**config.mk**
```make
export PLATFORM = sky130hd
export DESIGN_NAME = bypass_hazard_unit
export DESIGN_NICKNAME = d
export VERILOG_FILES = /design/src/rtl/bypass_hazard_unit.sv
export SDC_FILE = /design/constraint.sdc
export NUM_CORES = 1
export LEC_CHECK = 0
export BUFFER_PORTS_ARGS = -buffer_cell sky130_fd_sc_hd__buf_2
export CAP_MARGIN = 15
export CORE_MARGIN = 3
export CORE_UTILIZATION = 50
export DETAILED_ROUTE_END_ITERATION = 6
export PLACE_DENSITY = 0.8
export SLEW_MARGIN = 20
export SYNTH_ARGS = -nofsm -noshare
export SYNTH_HDL_FRONTEND = slang
export SYNTH_SLANG_ARGS = --single-unit
```
**constraint.sdc**
```tcl
create_clock -name clock -period 4.26 [get_ports clock]
set_clock_uncertainty 0.05 [all_clocks]
set_input_delay 0 -clock clock [delete_from_list [all_inputs] [get_ports clock]]
set_output_delay 0 -clock clock [all_outputs]
set_load 0.02 [all_outputs]
```
**src/rtl/bypass_hazard_unit.sv**
```systemverilog
// Forwarding and hazard control for the 5-stage pipeline: DX operand-select
// generation, load-use / disabled-bypass / mult-div stall detection, and a
// single-entry scoreboard tracking one in-flight mult/div result.
//
// state  | meaning
// -------+---------------------------------------------------------------
// S_IDLE | no mult/div in flight; a dx_md_start latches the tag
// S_BUSY | mult/div in flight; counting down, md_done while count is 0
module bypass_hazard_unit #(
    parameter int REG_BITS   = 5,
    parameter int MD_LATENCY = 32,
    parameter int CNT_WIDTH  = 32,
    parameter int BYPASS_MX  = 1,
    parameter int BYPASS_WX  = 1
) (
    input  logic                 clock,
    input  logic                 reset,
    input  logic [REG_BITS-1:0]  fd_ra,
    input  logic [REG_BITS-1:0]  fd_rb,
    input  logic                 fd_uses_ra,
    input  logic                 fd_uses_rb,
    input  logic [REG_BITS-1:0]  fd_rd,
    input  logic                 fd_we,
    input  logic                 fd_is_md,
    input  logic [REG_BITS-1:0]  dx_ra,
    input  logic [REG_BITS-1:0]  dx_rb,
    input  logic [REG_BITS-1:0]  dx_rd,
    input  logic                 dx_we,
    input  logic                 dx_is_load,
    input  logic                 dx_md_start,
    input  logic [REG_BITS-1:0]  xm_rd,
    input  logic                 xm_we,
    input  logic [REG_BITS-1:0]  mw_rd,
    input  logic                 mw_we,
    output logic [1:0]           sel_a,
    output logic [1:0]           sel_b,
    output logic                 stall,
    output logic                 md_busy,
    output logic [REG_BITS-1:0]  md_rd,
    output logic                 md_done,
    output logic [CNT_WIDTH-1:0] stall_count
);

    localparam int CW = (MD_LATENCY > 1) ? $clog2(MD_LATENCY) : 1;
    localparam logic [CW-1:0] CNT_LOAD = CW'(MD_LATENCY - 1);

    typedef enum logic {
        S_IDLE = 1'b0,
        S_BUSY = 1'b1
    } md_state_t;

    md_state_t             state_q, state_d;
    logic [CW-1:0]         count_q, count_d;
    logic [REG_BITS-1:0]   md_rd_q, md_rd_d;

    logic xm_a, xm_b, mw_a, mw_b;
    logic load_use, byp_stall, md_raw, md_struct;
    logic tag_valid;
    logic [REG_BITS-1:0] tag;

    // Producer matches; register 0 never counts as a producer target.
    always_comb begin
        xm_a = xm_we && (xm_rd == dx_ra) && (dx_ra != '0);
        xm_b = xm_we && (xm_rd == dx_rb) && (dx_rb != '0);
        mw_a = mw_we && (mw_rd == dx_ra) && (dx_ra != '0);
        mw_b = mw_we && (mw_rd == dx_rb) && (dx_rb != '0);
    end

    // Operand selects: XM wins over MW since it holds the younger value.
    always_comb begin
        sel_a = 2'b00;
        sel_b = 2'b00;
        if (xm_a && (BYPASS_MX != 0))      sel_a = 2'b01;
        else if (mw_a && (BYPASS_WX != 0)) sel_a = 2'b10;
        if (xm_b && (BYPASS_MX != 0))      sel_b = 2'b01;
        else if (mw_b && (BYPASS_WX != 0)) sel_b = 2'b10;
    end

    // Stall sources; the pending tag comes from the scoreboard while busy,
    // otherwise from DX in the cycle a mult/div issues.
    always_comb begin
        tag_valid = 1'b0;
        tag       = '0;
        if (state_q == S_BUSY) begin
            tag_valid = 1'b1;
            tag       = md_rd_q;
        end else if (dx_md_start) begin
            tag_valid = 1'b1;
            tag       = dx_rd;
        end
        load_use  = dx_is_load && dx_we && (dx_rd != '0) &&
                    ((fd_uses_ra && (fd_ra == dx_rd)) ||
                     (fd_uses_rb && (fd_rb == dx_rd)));
        byp_stall = ((BYPASS_MX == 0) && (xm_a || xm_b)) ||
                    ((BYPASS_WX == 0) && (mw_a || mw_b));
        md_raw    = tag_valid && (tag != '0) &&
                    ((fd_uses_ra && (fd_ra == tag)) ||
                     (fd_uses_rb && (fd_rb == tag)) ||
                     (fd_we && (fd_rd == tag)));
        md_struct = fd_is_md && ((state_q == S_BUSY) || dx_md_start);
        stall     = load_use || byp_stall || md_raw || md_struct;
    end

    // Scoreboard next state; a start while busy is ignored.
    always_comb begin
        state_d = state_q;
        count_d = count_q;
        md_rd_d = md_rd_q;
        case (state_q)
            S_IDLE: begin
                if (dx_md_start) begin
                    state_d = S_BUSY;
                    md_rd_d = dx_rd;
                    count_d = CNT_LOAD;
                end
            end
            S_BUSY: begin
                if (count_q == '0) state_d = S_IDLE;
                else               count_d = count_q - 1'b1;
            end
            default: state_d = S_IDLE;
        endcase
    end

    // Scoreboard registers.
    always_ff @(posedge clock) begin
        if (!reset) begin
            state_q <= S_IDLE;
            count_q <= '0;
            md_rd_q <= '0;
        end else begin
            state_q <= state_d;
            count_q <= count_d;
            md_rd_q <= md_rd_d;
        end
    end

    // Saturating count of stalled cycles.
    always_ff @(posedge clock) begin
        if (!reset)
            stall_count <= '0;
        else if (stall && (stall_count != '1))
            stall_count <= stall_count + 1'b1;
    end

    assign md_busy = (state_q == S_BUSY);
    assign md_done = (state_q == S_BUSY) && (count_q == '0);
    assign md_rd   = md_rd_q;

endmodule

```
==> results_dict.tcl <==
set metrics [dict create \
    p_per_area_mw_per_mm2 260 \
    start_util_pct 53.1 \
    synth_ff_type "dfxtp_1" \
    r2r_end "stall_count[27]" \
    busiest_layer "met2" \
    dp.final_hpwl_um 5790 \
    grt_pass1_wl_um 13200 \
    coreArea_mm2 0.00564 \
    max_freq_mhz 314 \
    finalSetupTns_ns 0 \
    slew_headroom_pct 36.1 \
    crit_buf_inv 1 \
    synth_edf_count 0 \
    clock_latency_ns 0.30 \
    vias 3157 \
    area_delta_synth_final_pct 20.5 \
    cts_buffers 5 \
    drt-initial-drc-count 213 \
    yosys.area.top_type_share_pct 28.7 \
    tritoncts "yes" \
    drt-total-wl_um 7860 \
    reg2reg_depth 9 \
    worst_hold_path_type "primary input to flip-flop" \
    io_pins 95 \
    synthCells 373 \
    r2r_start "md_busy" \
    drive_above_1_share_pct 24.0 \
    met1_usage_pct 29.3 \
    min_period_ns 3.18 \
    final_common_cell "buf_2" \
    synth-seq-cells 43 \
    finalCritPeriodShare_pct 74.8 \
    worst-setup-path-type "flip-flop to flip-flop" \
    cp_max_fo 30 \
    hold_depth 3 \
    synth-warning-count 0 \
    path_cells "and3b_1 > or2_4 > xor2_1 > or4_4 > a21oi_4 > nor2_2 > buf_4 > or4_1 > a21oi_1" \
    die_area_mm2 0.00696 \
    netlist_area_mm2 0.00300 \
    async_flop_share_pct 0 \
    hold_viol_final 0 \
    cts_setup_buffers 0 \
    start_kind "flip-flop" \
    crit_family "simple AND/OR/NAND/NOR gates" \
    worst_slack_ns 1.08 \
    die_h_um 83.4 \
    final_cell_mix "buf_2, dfxtp_1, nand2_1" \
    syn_nets 427 \
    endpoint_kind "flip-flop" \
    drt-wirelength-per-cell_um 14.8 \
    rows 27 \
    hold_start "dx_md_start" \
    post-place-ws_ns 1.11 \
    p_leak_nw 1.45 \
    antenna_found_initial 0 \
    grt_usage_pct 22.2 \
    setup_viol 0 \
    yosys-top-cells-area "dfxtp_1, xnor2_1, nand2_1, nand4_1, a21oi_1" \
    drc_errors 0 \
    synth.distinct_cells 50 \
    synth_area_per_cell_um2 8.04 \
    yosysTopAreaCell "dfxtp_1" \
    post_cts_resized 0 \
    yosysSeqAreaShare_pct 28.7 \
    cts_hold_buf 4 \
    clock_sinks 43 \
    antenna_left 0 \
    min_delay_worst_endpoint "md_rd[3]" \
    antenna_cells 0 \
    dp_cells 519 \
    crit_path_max_incr_delay_ns 0.64 \
    io_buffer_count 94 \
    vias_per_cell 5.96 \
    outcome "completed" \
    finalCoreUtilization_pct 64.0 \
    power_uw 939 \
    grt_max_degree 33 \
    layout.cells.non_filler 530 \
    rsz0062_at_grt "false" \
    grt_use_met2_pct 35.2 \
    gr-usage-met3_pct 4.96 \
    gp_congestion 1.01 \
    worst_path_max_delay_cell "dfxtp_1" \
    cts.path.max_buffers 2 \
    drv_cap 0 \
    r2r_slack_ns 1.08 \
    drv_slew 0 \
    firstDrtPassIters 4 \
    clkTransAtPathRegs_ns 0.08 \
    gr-total-overflow 0 \
    vdd_drop_max_uv 134 \
    arrival_ns 3.36 \
    clockRootBuffer "clkbuf_8" \
    layout.nets 512 \
    die_x_um 83.4 \
    required_ns 4.44 \
    first_global_vias 2833 \
    htreeDepth 2 \
    worst_slew_pin_slew_ns 0.957 \
]
==> metrics by stage <==
stage / hold WS [ns] / instance area [um2]
after global routing: 0.140 / 3610
after global placement: 0.263 / 3470
after floorplan: 0.0800 / 3000
after CTS: 0.105 / 3610
final: 0.107 / 3610
after detailed placement: 0.271 / 3470
==> sequential cells by signal (all words and copies together) (netlist names) <==
register / flops
stall_count: 32
count_q: 5
md_rd: 5
md_busy: 1
==> area by class of cell <==
cell class	count	area [um2]
Inverter	5	18.8
Sequential cell	43	861
Clock inverter	1	30.0
Timing Repair Buffer	102	541
Clock buffer	6	72.6
Multi-Input combinational cell	301	2000
Fill cell	495	2030
Tap cell	72	90.1
==> cell families (layout without fill, tap and decap cells) <==
| family | Yosys count | after routing | share of synthesized area (%) |
|---|---|---|---|
| muxes | 6 | 6 | 2.00 |
| and+or+nand+nor | 164 | 164 | 31.4 |
| buffers and inverters | 29 | 114 | 4.55 |
| DFF | 43 | 43 | 28.7 |
| adders and majority gates | 3 | 3 | 1.25 |
| xor gates and xnor gates | 47 | 47 | 13.7 |
| AOI/OAI and AO/OA | 81 | 81 | 18.3 |
==> routing by layer <==
| metal | wire length (um) | up-vias | part of all wire, % |
|---|---|---|---|
| li1 | - | 1563 | - |
| met1 | 3500 | 1438 | 45 |
| met2 | 3510 | 135 | 45 |
| met3 | 649 | 21 | 8.3 |
| met4 | 195 | 0 | 2.5 |
| met5 | 0 | - | 0 |
==> how the worst max path moves through the flow <==
stage | end | cells past startpoint | slack, ns | startpoint
after global placement | stall_count[27] | 9 | 1.16 | md_busy
after floorplan | stall_count[16] | 10 | 1.51 | md_busy
final | stall_count[27] | 9 | 1.08 | md_busy
after detailed placement | stall_count[27] | 9 | 1.11 | md_busy
after global routing | stall | 8 | 0.83 | md_busy
after CTS | stall_count[27] | 9 | 1.08 | md_busy
==> Yosys cell counts, types with 2 or more instances <==
cell type,n
nor3_1,4
o311ai_1,4
nor2_1,12
or3_1,7
ha_1,3
or4_1,12
inv_1,4
nand3_1,12
a31o_2,2
and3b_1,3
clkbuf_1,12
a21oi_1,26
o31ai_1,15
xor2_1,11
o21a_1,2
and2_1,7
a221oi_1,2
dfxtp_1,43
o41ai_1,6
o211ai_1,6
nand4_1,21
nand2b_1,16
nor4_1,8
and4_1,6
o21ai_0,9
and3_1,9
buf_4,3
xnor2_1,36
mux2i_1,6
nand2_1,37
buf_2,7
nor4bb_1,2
nor3b_1,2
a22o_1,2
==> power breakdown <==
part	total (mW)	internal [mW]	leakage, nW	switching, mW
Combinational	0.204	0.0899	1.05	0.114
Clock	0.304	0.172	0.0513	0.133
Sequential	0.431	0.414	0.349	0.0164
==> worst reg2reg max path, cell delays in order, from the launching register on <==
cell and delay, ns:
dfxtp_1 0.64, and3b_1 0.27, or2_4 0.25, xor2_1 0.14, or4_4 0.55, a21oi_4 0.15, nor2_2 0.19, buf_4 0.25
or4_1 0.50, a21oi_1 0.14
Note: power is estimated with default switching activity, not from simulation.
